`config.mk`:
```
export PLATFORM = sky130hd
export DESIGN_NAME = fifo_memory_based
export DESIGN_NICKNAME = d
export VERILOG_FILES = /design/src/rtl/fifo_memory_based.sv
export SDC_FILE = /design/constraint.sdc
export NUM_CORES = 1
export LEC_CHECK = 0
export ABC_AREA = 1
export BUFFER_PORTS_ARGS = -buffer_cell sky130_fd_sc_hd__buf_2
export CAP_MARGIN = 15
export CORE_MARGIN = 1.5
export CORE_UTILIZATION = 51
export CTS_CLUSTER_SIZE = 20
export DETAILED_ROUTE_END_ITERATION = 8
export GPL_TIMING_DRIVEN = 0
export PLACE_DENSITY = 0.78
export SKIP_LAST_GASP = 1
export SYNTH_ARGS = -nofsm -noshare
export SYNTH_HDL_FRONTEND = slang
export SYNTH_SLANG_ARGS = --single-unit
```
`constraint.sdc`:
```
create_clock -name clk -period 5.45 [get_ports clk]
set_clock_uncertainty 0.15 [all_clocks]
set_input_delay 0 -clock clk [delete_from_list [all_inputs] [get_ports clk]]
set_output_delay 0 -clock clk [all_outputs]
set_load 0.03 [all_outputs]
```
`src/rtl/fifo_memory_based.sv`:
```
// Memory-based synchronous FIFO.
// Storage is a FIFO_DEPTH x DATA_WIDTH array addressed by separate write and
// read pointers; an occupancy counter drives the full/empty flags. Read data
// is registered, so a word appears on dout one edge after its read is taken.
// FIFO_DEPTH does not need to be a power of two: pointers wrap explicitly.
module fifo_memory_based #(
  parameter int DATA_WIDTH = 8,
  parameter int FIFO_DEPTH = 8
) (
  input  logic                  clk,
  input  logic                  rst,
  input  logic                  wr_en,
  input  logic                  rd_en,
  input  logic [DATA_WIDTH-1:0] din,
  output logic [DATA_WIDTH-1:0] dout,
  output logic                  full,
  output logic                  empty
);

  localparam int PTR_W = (FIFO_DEPTH > 1) ? $clog2(FIFO_DEPTH) : 1;
  localparam int CNT_W = $clog2(FIFO_DEPTH + 1);

  localparam logic [PTR_W-1:0] LAST_PTR  = PTR_W'(FIFO_DEPTH - 1);
  localparam logic [CNT_W-1:0] FULL_CNT  = CNT_W'(FIFO_DEPTH);
  localparam logic [CNT_W-1:0] EMPTY_CNT = '0;

  logic [DATA_WIDTH-1:0] mem [FIFO_DEPTH];

  logic [PTR_W-1:0] wr_ptr;
  logic [PTR_W-1:0] rd_ptr;
  logic [PTR_W-1:0] wr_ptr_next;
  logic [PTR_W-1:0] rd_ptr_next;
  logic [CNT_W-1:0] count;
  logic [CNT_W-1:0] count_next;

  logic rd_accept;
  logic wr_accept;

  // Flags come straight from the registered occupancy.
  assign full  = (count == FULL_CNT);
  assign empty = (count == EMPTY_CNT);

  // A read needs data present; a write needs room, where a same-cycle read
  // counts as freeing one slot so a full FIFO can stream.
  assign rd_accept = rd_en & ~empty;
  assign wr_accept = wr_en & (~full | rd_accept);

  // Pointer advance with explicit wrap at the last entry.
  always_comb begin
    wr_ptr_next = wr_ptr;
    rd_ptr_next = rd_ptr;
    if (wr_accept) begin
      if (wr_ptr == LAST_PTR) begin
        wr_ptr_next = '0;
      end else begin
        wr_ptr_next = wr_ptr + PTR_W'(1);
      end
    end
    if (rd_accept) begin
      if (rd_ptr == LAST_PTR) begin
        rd_ptr_next = '0;
      end else begin
        rd_ptr_next = rd_ptr + PTR_W'(1);
      end
    end
  end

  // Occupancy moves only when exactly one of read/write is taken.
  always_comb begin
    count_next = count;
    unique case ({wr_accept, rd_accept})
      2'b10:   count_next = count + CNT_W'(1);
      2'b01:   count_next = count - CNT_W'(1);
      default: count_next = count;
    endcase
  end

  // Storage array; never reset, stale words are unreachable once pointers clear.
  always_ff @(posedge clk) begin
    if (!rst && wr_accept) begin
      mem[wr_ptr] <= din;
    end
  end

  // Pointers and occupancy, cleared by synchronous reset.
  always_ff @(posedge clk) begin
    if (rst) begin
      wr_ptr <= '0;
      rd_ptr <= '0;
      count  <= '0;
    end else begin
      wr_ptr <= wr_ptr_next;
      rd_ptr <= rd_ptr_next;
      count  <= count_next;
    end
  end

  // Registered read data; reads the old word even when a write hits the same slot.
  always_ff @(posedge clk) begin
    if (rst) begin
      dout <= '0;
    end else if (rd_accept) begin
      dout <= mem[rd_ptr];
    end
  end

endmodule

```
# ---- Word-level counts from Yosys, hierarchy flattened
# Memory sizes are Yosys's and may differ from the RTL's. A register that Yosys moved wholly into a read port is not among the register bits.
# Index checks and enable logic that the tools add are counted.
dict set report op_classes {
  bitwise 5
  div 0
  mux 5
  n_eq_ne 5
  multipliers 0
  n_shift 0
  n_reduce_logical 4
  add_sub_neg 4
  order_cmp 0
}
# op count
set op_table {}
lappend op_table {{4-bit case mux with 2 select lines} 1}
lappend op_table {{3-bit by 1-bit adder with 3-bit output, second input constant} 2}
lappend op_table {{3-bit equality test, second input constant} 2}
lappend op_table {{3-bit two-way mux} 2}
lappend op_table {{4-bit by 1-bit adder with 4-bit output, second input constant} 1}
lappend op_table {{4-bit equality test, second input constant} 1}
lappend op_table {{4-bit logical NOT} 1}
lappend op_table {{4-bit by 1-bit subtractor with 4-bit output, second input constant} 1}
lappend op_table {{1-bit AND} 2}
lappend op_table {{2-bit by 1-bit equality test with 1-bit output, second input constant} 1}
lappend op_table {{2-bit equality test, second input constant} 1}
lappend op_table {{1-bit two-way mux} 2}
lappend op_table {{1-bit NOT} 2}
lappend op_table {{2-bit nonzero test} 1}
lappend op_table {{1-bit logical AND} 1}
lappend op_table {{1-bit logical NOT} 1}
lappend op_table {{1-bit OR} 1}
dict set report totals {
  n_memories 1
  output_inout_bits 10
  latchBits 0
  rom_bits 0
  ram_bits 64
  regBits 10
  inputBits 12
  wordCells 27
}
# name depth width read_ports rd_clocked_by_memory_dff wr line_no
set memory_table {}
lappend memory_table {mem 8 8 1 1 1 27} ;# logic [DATA_WIDTH-1:0] mem [FIFO_DEPTH];

# ---- Logic depth before layout (Yosys ltp)
# Gate-level depths: netlist (run 1).
dict set report logic_depth {
  depth_word 8
  ltp_mapped 11
  mapped_depth_nobuf 11
}

# ---- Worst setup path before layout (run 1)
# No wires, ideal clock.
dict set report synth_path {
  kind {register to register}
  start {register count[0]}
  end {register count[3]}
  period_less_slack_ns 1.766
  arrival_ns 1.501
  path_slack_ns 3.684
  path_stages_with_launch 12
  setup_ns 0.115
  required_ns 5.185
  path_buffers 0
  cell_sequence {dfxtp_1 nor2_4 nand2_2 nand3_2 inv_1 ha_1 a21oi_1 nand3_1 nand2_1 nand3_1 nand2_1 nor2_1}
}
dict set report synth_via {
  elab_chain_cells 7
  elab_cells_between_ends 13
  cone_classes {add/sub: 2; eq/ne: 3; mux: 1; bitwise: 5; reduce/logical: 2}
}
# element line_no
set synth_lines {}
lappend synth_lines {{start: declaration} 33} ;# logic [CNT_W-1:0] count;
lappend synth_lines {{start signal: assignment} 94} ;# count <= count_next;
lappend synth_lines {{4-bit logical NOT} 41} ;# assign empty = (count == EMPTY_CNT);
lappend synth_lines {{1-bit NOT} 45} ;# assign rd_accept = rd_en & ~empty;
lappend synth_lines {{1-bit AND} 45}
lappend synth_lines {{1-bit OR} 46} ;# assign wr_accept = wr_en & (~full | rd_accept);
lappend synth_lines {{1-bit AND} 46}
lappend synth_lines {{2-bit by 1-bit equality test with 1-bit output / 2-bit equality test (equally long branches)} 71} ;# unique case ({wr_accept, rd_accept})
lappend synth_lines {{4-bit case mux with 2 select lines / 2-bit nonzero test (equally long branches)} --}
# Parallel ways exist; a longest one is shown, timed or not.
# A chain may end at the register's enable or synchronous reset.

# ---- Worst setup path after layout (run 1)
dict set report layout_path {
  start {register count[0]}
  end {memory mem[2][3] (enable)}
}
dict set report layout_via {
  elab_chain_cells 8
  elab_cells_between_ends 10
  cone_classes {eq/ne: 1; mux: 2; bitwise: 5; reduce/logical: 2}
}
# element line_no
set layout_lines {}
lappend layout_lines {{4-bit logical NOT} 41}
lappend layout_lines {{1-bit NOT} 45}
lappend layout_lines {{1-bit AND} 45}
lappend layout_lines {{1-bit OR *} 46}
lappend layout_lines {{1-bit AND *} 46}
lappend layout_lines {{1-bit logical AND *} 80} ;# if (!rst && wr_accept) begin
lappend layout_lines {{1-bit two-way mux *} 80}
lappend layout_lines {{1-bit two-way mux (not written as such) *} 81} ;# mem[wr_ptr] <= din;
lappend layout_lines {{end: declaration} 27}
# Mark *: on every way between the ends. The rest lies on a longest branch, timed or not.

==> impl_metrics.env, run 1 <==
export IMPL_status="finished, final reports clean"
export IMPL_gp_congestion=0.8670
export IMPL_synth_top_area_frac=0.5410
export IMPL_grt_start_max_net_pins=15
export IMPL_ys_top_cells_by_area="edfxtp_1 (54%), nand2_1 (11%), dfxtp_1 (10%)"
export IMPL_endpoint_kind="register"
export IMPL_timing_final_crit_period_ns=2.155
export IMPL_synth_area_leader_cell="edfxtp_1"
export IMPL_finalSetupViolCount=0
export IMPL_cp_max_fo=8
export IMPL_maxSlewViolCount=0
export IMPL_cts_sinks=82
export IMPL_min_path_type="input pin to register"
export IMPL_async_reset_ff_frac=0
export IMPL_grt_pass1_wl_um=11250
export IMPL_drive_gt1_frac=0.1574
export IMPL_die_x_um=86.46
export IMPL_synth_top_family_by_area="simple AND/OR/NAND/NOR gates"
export IMPL_syn_area_per_cell_um2=10.27
export IMPL_cts_max_path_buffers=2
export IMPL_synth_compound_area_frac=0.04896
export IMPL_final_area_um2=4093
export IMPL_grt_busiest_layer="met2"
export IMPL_tightest_slew_ns=0.7742
export IMPL_syn_cell_area_um2=3552
export IMPL_cts_buffers=9
export IMPL_die_height_um=86.46
export IMPL_cts_tree="built"
export IMPL_place_area_um2=3757
export IMPL_grt_overflow=0
export IMPL_firstDrtPassIters=5
export IMPL_hold_depth=2
export IMPL_nets=409
export IMPL_synthSimpleGateAreaFrac=0.2163
export IMPL_drt_wirelength_per_cell_um=14.87
export IMPL_remaining_drc_errors=0
export IMPL_met1_usage=0.2894
export IMPL_cap_violations=0
export IMPL_p_leak_nw=1.696
export IMPL_yosys_cell_types_count=28
export IMPL_via_count=2536
export IMPL_yosys_warnings=0
export IMPL_synth_area_mux_share=0
export IMPL_via_per_inst=5.350
export IMPL_rows=30
export IMPL_routed_wl_um=7049
export IMPL_required_ns=5.28
export IMPL_hold_viol_final=0
export IMPL_synth_ff_type="edfxtp_1"
export IMPL_grt_pass1_vias=2270
export IMPL_synthCells=346
export IMPL_seq_area_frac_synth=0.6425
export IMPL_synthToLayoutAreaGrowth_pct=15.22
export IMPL_crit_type="register to register"
export IMPL_drtAntennaViolNets=0
export IMPL_dieArea_um2=7474
export IMPL_drt_initial_drc_count=193
export IMPL_max_slew_margin_rel=0.4820
export IMPL_rr_worst_depth=6
export IMPL_path_clk_slew_ns=0.08
export IMPL_grt_usage=0.2006
export IMPL_antenna_cells=0
export IMPL_start_util=0.5257
export IMPL_io_pins=22
export IMPL_critPathLaunchType="register"
export IMPL_syn_nets=365
export IMPL_dpl_hpwl_um=4873
export IMPL_htree_levels=3
export IMPL_ys_top_cells_by_count="nand2_1 (101), edfxtp_1 (64), nand3_1 (41)"
export IMPL_synth_seq_cells=82
export IMPL_irDropWorstVdd_mv=0.2132
export IMPL_core_um2=6756
export IMPL_tns_ns=0
export IMPL_yosysMostFrequentCell="nand2_1"
export IMPL_grt_use_met3=0.04476
export IMPL_synthAdderAreaFrac=0.02677
export IMPL_insertion_delay_ns=0.36
export IMPL_post_cts_resize_count=0
export IMPL_antenna_found_initial=0
export IMPL_rsz0062_at_grt="no"
export IMPL_critPathArrivalTime_ns=1.99
export IMPL_clockRootBuffer="clkbuf_8"
export IMPL_grt_use_met2=0.3011
export IMPL_timing_fmax_mhz=464.0
export IMPL_portBuffers=21
export IMPL_synth_edf_count=64
export IMPL_fin_crit_sh=0.3954
export IMPL_whs_ns=0.3105
export IMPL_synth_xor_area_frac=0.002466
export IMPL_p_per_area_nw_per_um2=462.6
power breakdown:
part           total (mW)  internal (mW)  switching, mW
combinational       0.644          0.219          0.424
sequential          0.768          0.731         0.0374
clock               0.481          0.258          0.224
through the flow:
stage | utilization | power, mW | setup slack, ns | cells
2_1_floorplan | - | 1.252 | 3.684 | 346
3_3_place_gp | 0.5561 | 1.384 | 3.375 | 447
3_5_place_dp | 0.5561 | 1.410 | 3.286 | 447
4_1_cts | 0.6057 | 1.892 | 3.268 | 474
5_1_grt | 0.6057 | 1.997 | 3.135 | 474
6_report | 0.6057 | 1.893 | 3.295 | 474
area by class of cell:
type,count,area (um2)
multi-input cells,218,1046
clock buffers,9,123.9
plain buffers,13,97.59
repair buffers,33,225.2
fillers,541,2664
inverters,33,126.4
well taps,80,100.1
clock inverters,6,91.34
flip-flops and latches,82,2282
worst paths after layout:
kind	startpoint	endpoint	slack [ns]
min reg2reg	dout[1]	dout[1]	0.31
min	din[3]	mem[7][3]	0.31
max reg2reg	count[0]	mem[2][3]	3.30
max	count[0]	mem[2][3]	3.30
logic make-up (layout without fill, tap and decap cells):
kind of cell | after synthesis | after routing
and+or+nand+nor | 179 | 179
DFF | 82 | 82
buffers and inverters | 46 | 94
AOI/OAI and AO/OA | 31 | 31
adders and majority gates | 7 | 7
xor gates and xnor gates | 1 | 1
routing by layer:
layer | share of wire | routed length, um
met5 | 0 | 0
met4 | 0.017 | 120
met3 | 0.066 | 463
met2 | 0.46 | 3238
met1 | 0.46 | 3228
what timing repair did:
action	4_1_cts	5_1_grt
hold endpoints to repair	75	0
hold buffers	12	0
setup buffers	0	0
state kept, by name (all words and copies together), names as in the netlist:
signal  cells
mem        64
rd_ptr      3
dout        8
count       4
wr_ptr      3
critical path, stage by stage (launching register included):
cell and delay [ns]:
dfxtp_1 0.44, nor2_4 0.07, nand4_1 0.07, nand2_1 0.14, nor2_2 0.16, nand2_1 0.13, nor2_1 0.61
layout by cell type, fill, tap and decap left out, types with 2 or more instances in the layout:
cell and n:
nor2_1 29, edfxtp_1 64, bufinv_16 2, ha_1 6
buf_2 24, a21oi_2 5, buf_4 4, clkinv_4 2
o21ai_0 5, inv_1 29, nand3_1 41, inv_2 2
buf_6 4, dfxtp_1 18, nand2_2 2, clkbuf_8 9
dlygate4sd3_1 12, o21ai_1 9, a21oi_1 12, nand2_1 101
No activity file was read; power rests on OpenSTA's default activity.
==> inputs of run 2 (changes only) <==
ABC_AREA = 0   (was 1)
PLACE_DENSITY = 0.81   (was 0.78)
clock period = 1.8 ns   (was 5.45 ns; I/O delays follow)
==> run 2 against run 1 <==
The run now ends with negative setup slack left. Global-route usage rose by 0.94 points. Sequential cell count did not move. Synthesized cell count fell by 40%. Clock power rose to 3.0 times the previous value. Count of clock-buffer cells in the layout rose by 1. Die area fell by 3.7%. Sequential power rose to 3.0 times the previous value. Register-to-register slack got worse by 3.7 ns. Largest cell class unchanged. Highest routed layer unchanged.
==> impl_metrics.env, run 2 <==
export IMPL_synth_ff_type="edfxtp_1"
export IMPL_start_util=0.5317
export IMPL_irDropWorstVdd_mv=0.5974
export IMPL_grt_start_max_net_pins=16
export IMPL_dieArea_um2=7195
export IMPL_yosys_warnings=0
export IMPL_cp_cell_sequence="or3_4, o21a_4, nand2b_4, inv_4, ha_4, nand3_4, nor4bb_4, o21bai_1, a31oi_1"
export IMPL_cts_max_path_buffers=2
export IMPL_rsz0062_at_grt="yes"
export IMPL_synth_area_leader_cell="edfxtp_1"
export IMPL_p_leak_nw=1.464
export IMPL_grt_pass1_wl_um=10870
export IMPL_layout_common_cells="edfxtp_1 (64), buf_2 (22), nor2_1 (16), mux4_2 (16), buf_4 (15)"
export IMPL_regMostFlops="mem"
export IMPL_hold_depth=4
export IMPL_cp_depth=9
export IMPL_critPathTopFamily="simple AND/OR/NAND/NOR gates"
export IMPL_grt_pass1_vias=2054
export IMPL_min_path_type="input pin to register"
export IMPL_drt_wirelength_per_cell_um=20.28
export IMPL_fin_crit_sh=1.249
export IMPL_status="finished, violations left"
export IMPL_synth_seq_cells=82
export IMPL_dpl_hpwl_um=4028
export IMPL_drive_gt1_frac=0.4135
export IMPL_grt_usage=0.2100
export IMPL_yosysMostFrequentCell="edfxtp_1"
export IMPL_synth_edf_count=64
export IMPL_rows=29
export IMPL_via_count=1994
export IMPL_cts_buffers=9
export IMPL_synthCells=208
export IMPL_timing_fmax_mhz=444.9
export IMPL_drtAntennaViolNets=0
export IMPL_nets=280
export IMPL_insertion_delay_ns=0.35
export IMPL_cts_tree="built"
export IMPL_routed_wl_um=6957
export IMPL_syn_area_per_cell_um2=16.42
export IMPL_async_reset_ff_frac=0
export IMPL_syn_nets=227
export IMPL_grt_overflow=0
export IMPL_required_ns=1.92
export IMPL_seq_area_frac_synth=0.6684
export IMPL_via_per_inst=5.813
export IMPL_firstDrtPassIters=4
export IMPL_die_x_um=84.83
export IMPL_critPathArrivalTime_ns=2.36
export IMPL_tightest_slew_ns=0.8983
export IMPL_crit_type="register to register"
export IMPL_hold_viol_final=0
export IMPL_ys_top_cells_by_area="edfxtp_1 (56%), dfxtp_1 (11%), mux4_2 (11%)"
export IMPL_ys_top_cells_by_count="edfxtp_1 (64), nor2_1 (19), dfxtp_1 (18)"
export IMPL_tns_ns=-12.48
export IMPL_core_um2=6422
export IMPL_slowest_delay_ns=0.39
export IMPL_yosys_cell_types_count=38
export IMPL_portBuffers=20
export IMPL_max_slew_margin_rel=0.4011
export IMPL_syn_cell_area_um2=3415
export IMPL_io_pins=22
export IMPL_maxSlewViolCount=0
export IMPL_finalSetupViolCount=62
export IMPL_die_height_um=84.83
export IMPL_remaining_drc_errors=0
export IMPL_top_regs="mem: 64 flops, dout: 8 flops, count: 4 flops"
export IMPL_setup_ws_ns=-0.4477
export IMPL_cap_violations=0
export IMPL_fillers=418
export IMPL_layout_commonest_cell="edfxtp_1"
export IMPL_violations="negative setup slack"
export IMPL_p_total_mw=5.881
export IMPL_timing_final_crit_period_ns=2.248
export IMPL_synthToLayoutAreaGrowth_pct=24.95
export IMPL_antenna_cells=0
export IMPL_p_per_area_nw_per_um2=1378
export IMPL_critPathSlowestCell="or3_4"
export IMPL_path_clk_slew_ns=0.08
export IMPL_endpoint_kind="register"
export IMPL_largest_reg_flops=64
export IMPL_worst_path_buf_inv=1
export IMPL_cp_max_fo=4
export IMPL_antenna_found_initial=0
export IMPL_rr_worst_depth=9
export IMPL_clockRootBuffer="clkbuf_8"
export IMPL_drt_initial_drc_count=170
export IMPL_critPathLaunchType="register"
export IMPL_cts_sinks=82
export IMPL_gp_congestion=0.7758
export IMPL_htree_levels=3
export IMPL_synth_top_area_frac=0.5628
==> run 2: changes by cell type after synthesis, sizes merged, moves of 4 or more <==
cell	before	now
nand3	43	2
a21oi	17	7
inv	32	3
o21ai	14	2
mux2i	0	10
mux4	0	16
a211oi	0	10
nand2	104	10
nor3	0	4
nor2	31	19
==> run 2: area by class of cell <==
cell class                      instances  area, um2  area share
Sequential cell                        82       2296      0.5381
Multi-Input combinational cell        110       1224      0.2868
Inverter                                3      13.76    0.003226
Tap cell                               77      96.34     0.02258
Clock inverter                          6      90.09     0.02111
Buffer                                  9      85.08     0.01994
Clock buffer                           10      127.6     0.02991
Timing Repair Buffer                   46      334.1     0.07830
==> run 2: path summary, 6_finish.rpt <==
check	startpoint	end	slack, ns
setup / recovery	count[0]	count[3]	-0.45
hold reg to reg	dout[6]	dout[6]	0.38
hold / removal	rd_en	rd_ptr[0]	0.05
setup reg to reg	count[0]	count[3]	-0.45
==> run 2: what timing repair did <==
item                                   in CTS  in global routing
pin swaps                                  12                  6
hold buffers                                9                  0
endpoints found under the hold margin      65                  0
setup buffers                              15                  2
setup endpoints to repair                  80                 83
gates resized for setup                    32                  4
==> run 2: stage by stage <==
stage / instances / instance area (um2) / hold slack, ns / setup slack (ns) / util
final: 343 / 4267 / 0.04806 / -0.4477 / 0.6643
after global placement: 305 / 3696 / 0.1146 / -0.7224 / 0.5755
after CTS: 342 / 4243 / 0.0007539 / -0.4861 / 0.6606
after detailed placement: 305 / 3696 / 0.1224 / -0.8331 / 0.5755
after floorplan: 208 / 3500 / -0.05113 / -0.5417 / -
after global routing: 343 / 4267 / 0.06182 / -0.5216 / 0.6643
==> run 2: kinds of logic (layout without fill, tap and decap cells) <==
family | count (synthesis) | after routing | share of synthesized area
xor gates and xnor gates | 3 | 3 | 0.007697
buffers and inverters | 16 | 74 | 0.02785
AOI/OAI and AO/OA | 25 | 25 | 0.06303
DFF | 82 | 82 | 0.6684
and+or+nand+nor | 49 | 49 | 0.07036
muxes | 26 | 26 | 0.1349
adders and majority gates | 7 | 7 | 0.02785
==> run 2: power by group <==
part | internal [mW] | switching [mW] | leakage (nW)
clock | 0.786 | 0.663 | 0.107
combinational | 0.975 | 1.11 | 0.628
sequential | 2.22 | 0.123 | 0.729
total | 3.98 | 1.90 | 1.46
==> run 2: worst reg2reg max path: stages (launching register included) <==
cell      delay (ns)
dfxtp_4         0.35
or3_4           0.39
o21a_4          0.22
nand2b_4        0.08
inv_4           0.05
ha_4            0.26
nand3_4         0.09
nor4bb_4        0.29
o21bai_1        0.10
a31oi_1         0.20
==> run 2: layer usage <==
layer  up-vias  global-route usage  wire (um)
met4         0             0.08197        123
li1        922                   -          -
met1      1007              0.2720       2858
met5         -                   0          0
met3        10             0.04669        353
met2        55              0.3498       3622
==> inputs of run 3 (changes only) <==
--- a/constraint.sdc
+++ b/constraint.sdc
@@ -3,3 +3,3 @@
 set_input_delay 0 -clock clk [delete_from_list [all_inputs] [get_ports clk]]
 set_output_delay 0 -clock clk [all_outputs]
-set_load 0.03 [all_outputs]
+set_load 0.1 [all_outputs]
==> run 3 against run 2 <==
The flow still finishes with violations (negative setup slack). Largest power group is now combinational cells. Power is 12% higher. First-iteration DRC count is 2.9% higher. Worst setup slack worse by 0.038 ns. Final area is 1.3% higher. Die area stayed put. Cell count is 0.29% higher. Register-to-register slack worse by 0.04 ns. Sequential share of layout area is 0.72 points lower. Worst hold slack better by 0.0062 ns. Count of clock-buffer cells in the layout stayed put. Non-clock buffer count is 1 higher. Combinational power is 33% higher.
==> impl_metrics.env, run 3 (synthesis results as in run 2) <==
export IMPL_status="finished, violations left"
export IMPL_violations="negative setup slack"
export IMPL_top_regs="mem: 64 flops, dout: 8 flops, count: 4 flops"
export IMPL_hold_viol_final=0
export IMPL_largest_reg_flops=64
export IMPL_place_area_um2=3696
export IMPL_start_util=0.5317
export IMPL_remaining_drc_errors=0
export IMPL_portBuffers=20
export IMPL_rsz0062_at_grt="yes"
export IMPL_core_um2=6422
export IMPL_clockRootBuffer="clkbuf_8"
export IMPL_fin_crit_sh=1.270
export IMPL_insertion_delay_ns=0.34
export IMPL_drive_gt1_frac=0.4195
export IMPL_cts_sinks=82
export IMPL_critPathLaunchType="register"
export IMPL_grt_usage=0.2093
export IMPL_cp_max_fo=4
export IMPL_cts_buffers=9
export IMPL_multi_input_area_um2=1242
export IMPL_layout_common_cells="edfxtp_1 (64), buf_2 (19), nor2_1 (16), mux4_2 (16)"
export IMPL_cts_tree="built"
export IMPL_gp_congestion=0.7758
export IMPL_finalSetupViolCount=74
export IMPL_max_slew_margin_rel=0.3933
export IMPL_final_util=0.6733
export IMPL_die_height_um=84.83
export IMPL_antenna_cells=0
export IMPL_maxSlewViolCount=0
export IMPL_timing_final_crit_period_ns=2.286
export IMPL_timing_fmax_mhz=437.4
export IMPL_cap_violations=0
export IMPL_die_x_um=84.83
export IMPL_routed_wl_um=7029
export IMPL_fillers=402
export IMPL_htree_levels=3
export IMPL_final_area_um2=4324
export IMPL_via_per_inst=5.840
export IMPL_crit_type="register to register"
export IMPL_layout_commonest_cell="edfxtp_1"
export IMPL_grt_pass1_vias=2033
export IMPL_firstDrtPassIters=4
export IMPL_p_total_mw=6.582
export IMPL_cts_max_path_buffers=2
export IMPL_p_leak_nw=1.482
export IMPL_irDropWorstVdd_mv=0.6225
export IMPL_grt_pass1_wl_um=10820
export IMPL_regMostFlops="mem"
export IMPL_min_path_type="input pin to register"
export IMPL_drt_wirelength_per_cell_um=20.43
export IMPL_p_per_area_nw_per_um2=1522
export IMPL_tightest_slew_ns=0.9100
export IMPL_path_clk_slew_ns=0.08
export IMPL_required_ns=1.90
export IMPL_nets=281
export IMPL_grt_overflow=0
export IMPL_dieArea_um2=7195
export IMPL_rows=29
export IMPL_via_count=2009
export IMPL_seq_area_um2=2296
export IMPL_io_pins=22
export IMPL_drt_initial_drc_count=175
export IMPL_setup_ws_ns=-0.4861
export IMPL_synthToLayoutAreaGrowth_pct=26.64
export IMPL_endpoint_kind="register"
export IMPL_antenna_found_initial=0
export IMPL_critPathArrivalTime_ns=2.39
export IMPL_drtAntennaViolNets=0
export IMPL_dpl_hpwl_um=4028
export IMPL_grt_start_max_net_pins=16
[run 3: cell types whose count changed in the layout (fill, tap and decap cells not counted), sizes merged]
cell,previous run,this run
clkbuf,12,13
[run 3: power by group]
part | switching, mW | internal [mW]
sequential | 0.129 | 2.22
combinational | 1.70 | 1.09
clock | 0.653 | 0.787
total | 2.49 | 4.10
[run 3: worst paths after layout]
path | slack, ns | end | cells past startpoint | startpoint
hold / removal | 0.05 | count[2] | 3 | rst
setup / recovery | -0.49 | count[3] | 9 | count[0]
setup reg to reg | -0.49 | count[3] | 9 | count[0]
hold reg to reg | 0.38 | dout[5] | 2 | dout[5]
[run 3: stage by stage]
step	setup WS [ns]	TNS (ns)	cells	hold WS [ns]
CTS	-0.4861	-12.28	342	0.0007544
detailed placement	-0.8331	-29.91	305	0.1224
finish	-0.4861	-20.18	344	0.05429
global placement	-0.7224	-27.24	305	0.1146
floorplan	-0.5417	-2.983	208	-0.05113
global route	-0.5556	-25.72	344	0.06634
[run 3: final cells by class]
cell class	count	area share
Multi-Input combinational cell	110	0.2873
Timing Repair Buffer	47	0.08449
Clock inverter	6	0.02083
Clock buffer	10	0.02951
Inverter	3	0.003183
Buffer	9	0.02141
Sequential cell	82	0.5310
Tap cell	77	0.02228
[run 3: critical path, stage by stage, from the launching register on]
cell and delay [ns]:
dfxtp_4 0.35, or3_4 0.39, o21a_4 0.22, nand2b_4 0.08, inv_4 0.05, ha_4 0.26, a21oi_4 0.16, nor4bb_4 0.23
o21bai_1 0.08, a31oi_1 0.23
[run 3: metal layers]
| layer | vias to the layer above | global-route usage | share of wire |
|---|---|---|---|
| met5 | - | 0 | 0 |
| met3 | 6 | 0.04669 | 0.065 |
| met1 | 1007 | 0.2707 | 0.39 |
| met2 | 70 | 0.3491 | 0.53 |
| met4 | 0 | 0.08197 | 0.0087 |
| li1 | 926 | - | - |
[run 3: what timing repair did]
item | 4_1_cts | 5_1_grt
resized for setup | 35 | 12
endpoints found under the hold margin | 65 | 0
pin swaps | 12 | 10
setup buffers | 15 | 3
hold buffers | 9 | 0
setup endpoints to repair | 82 | 84
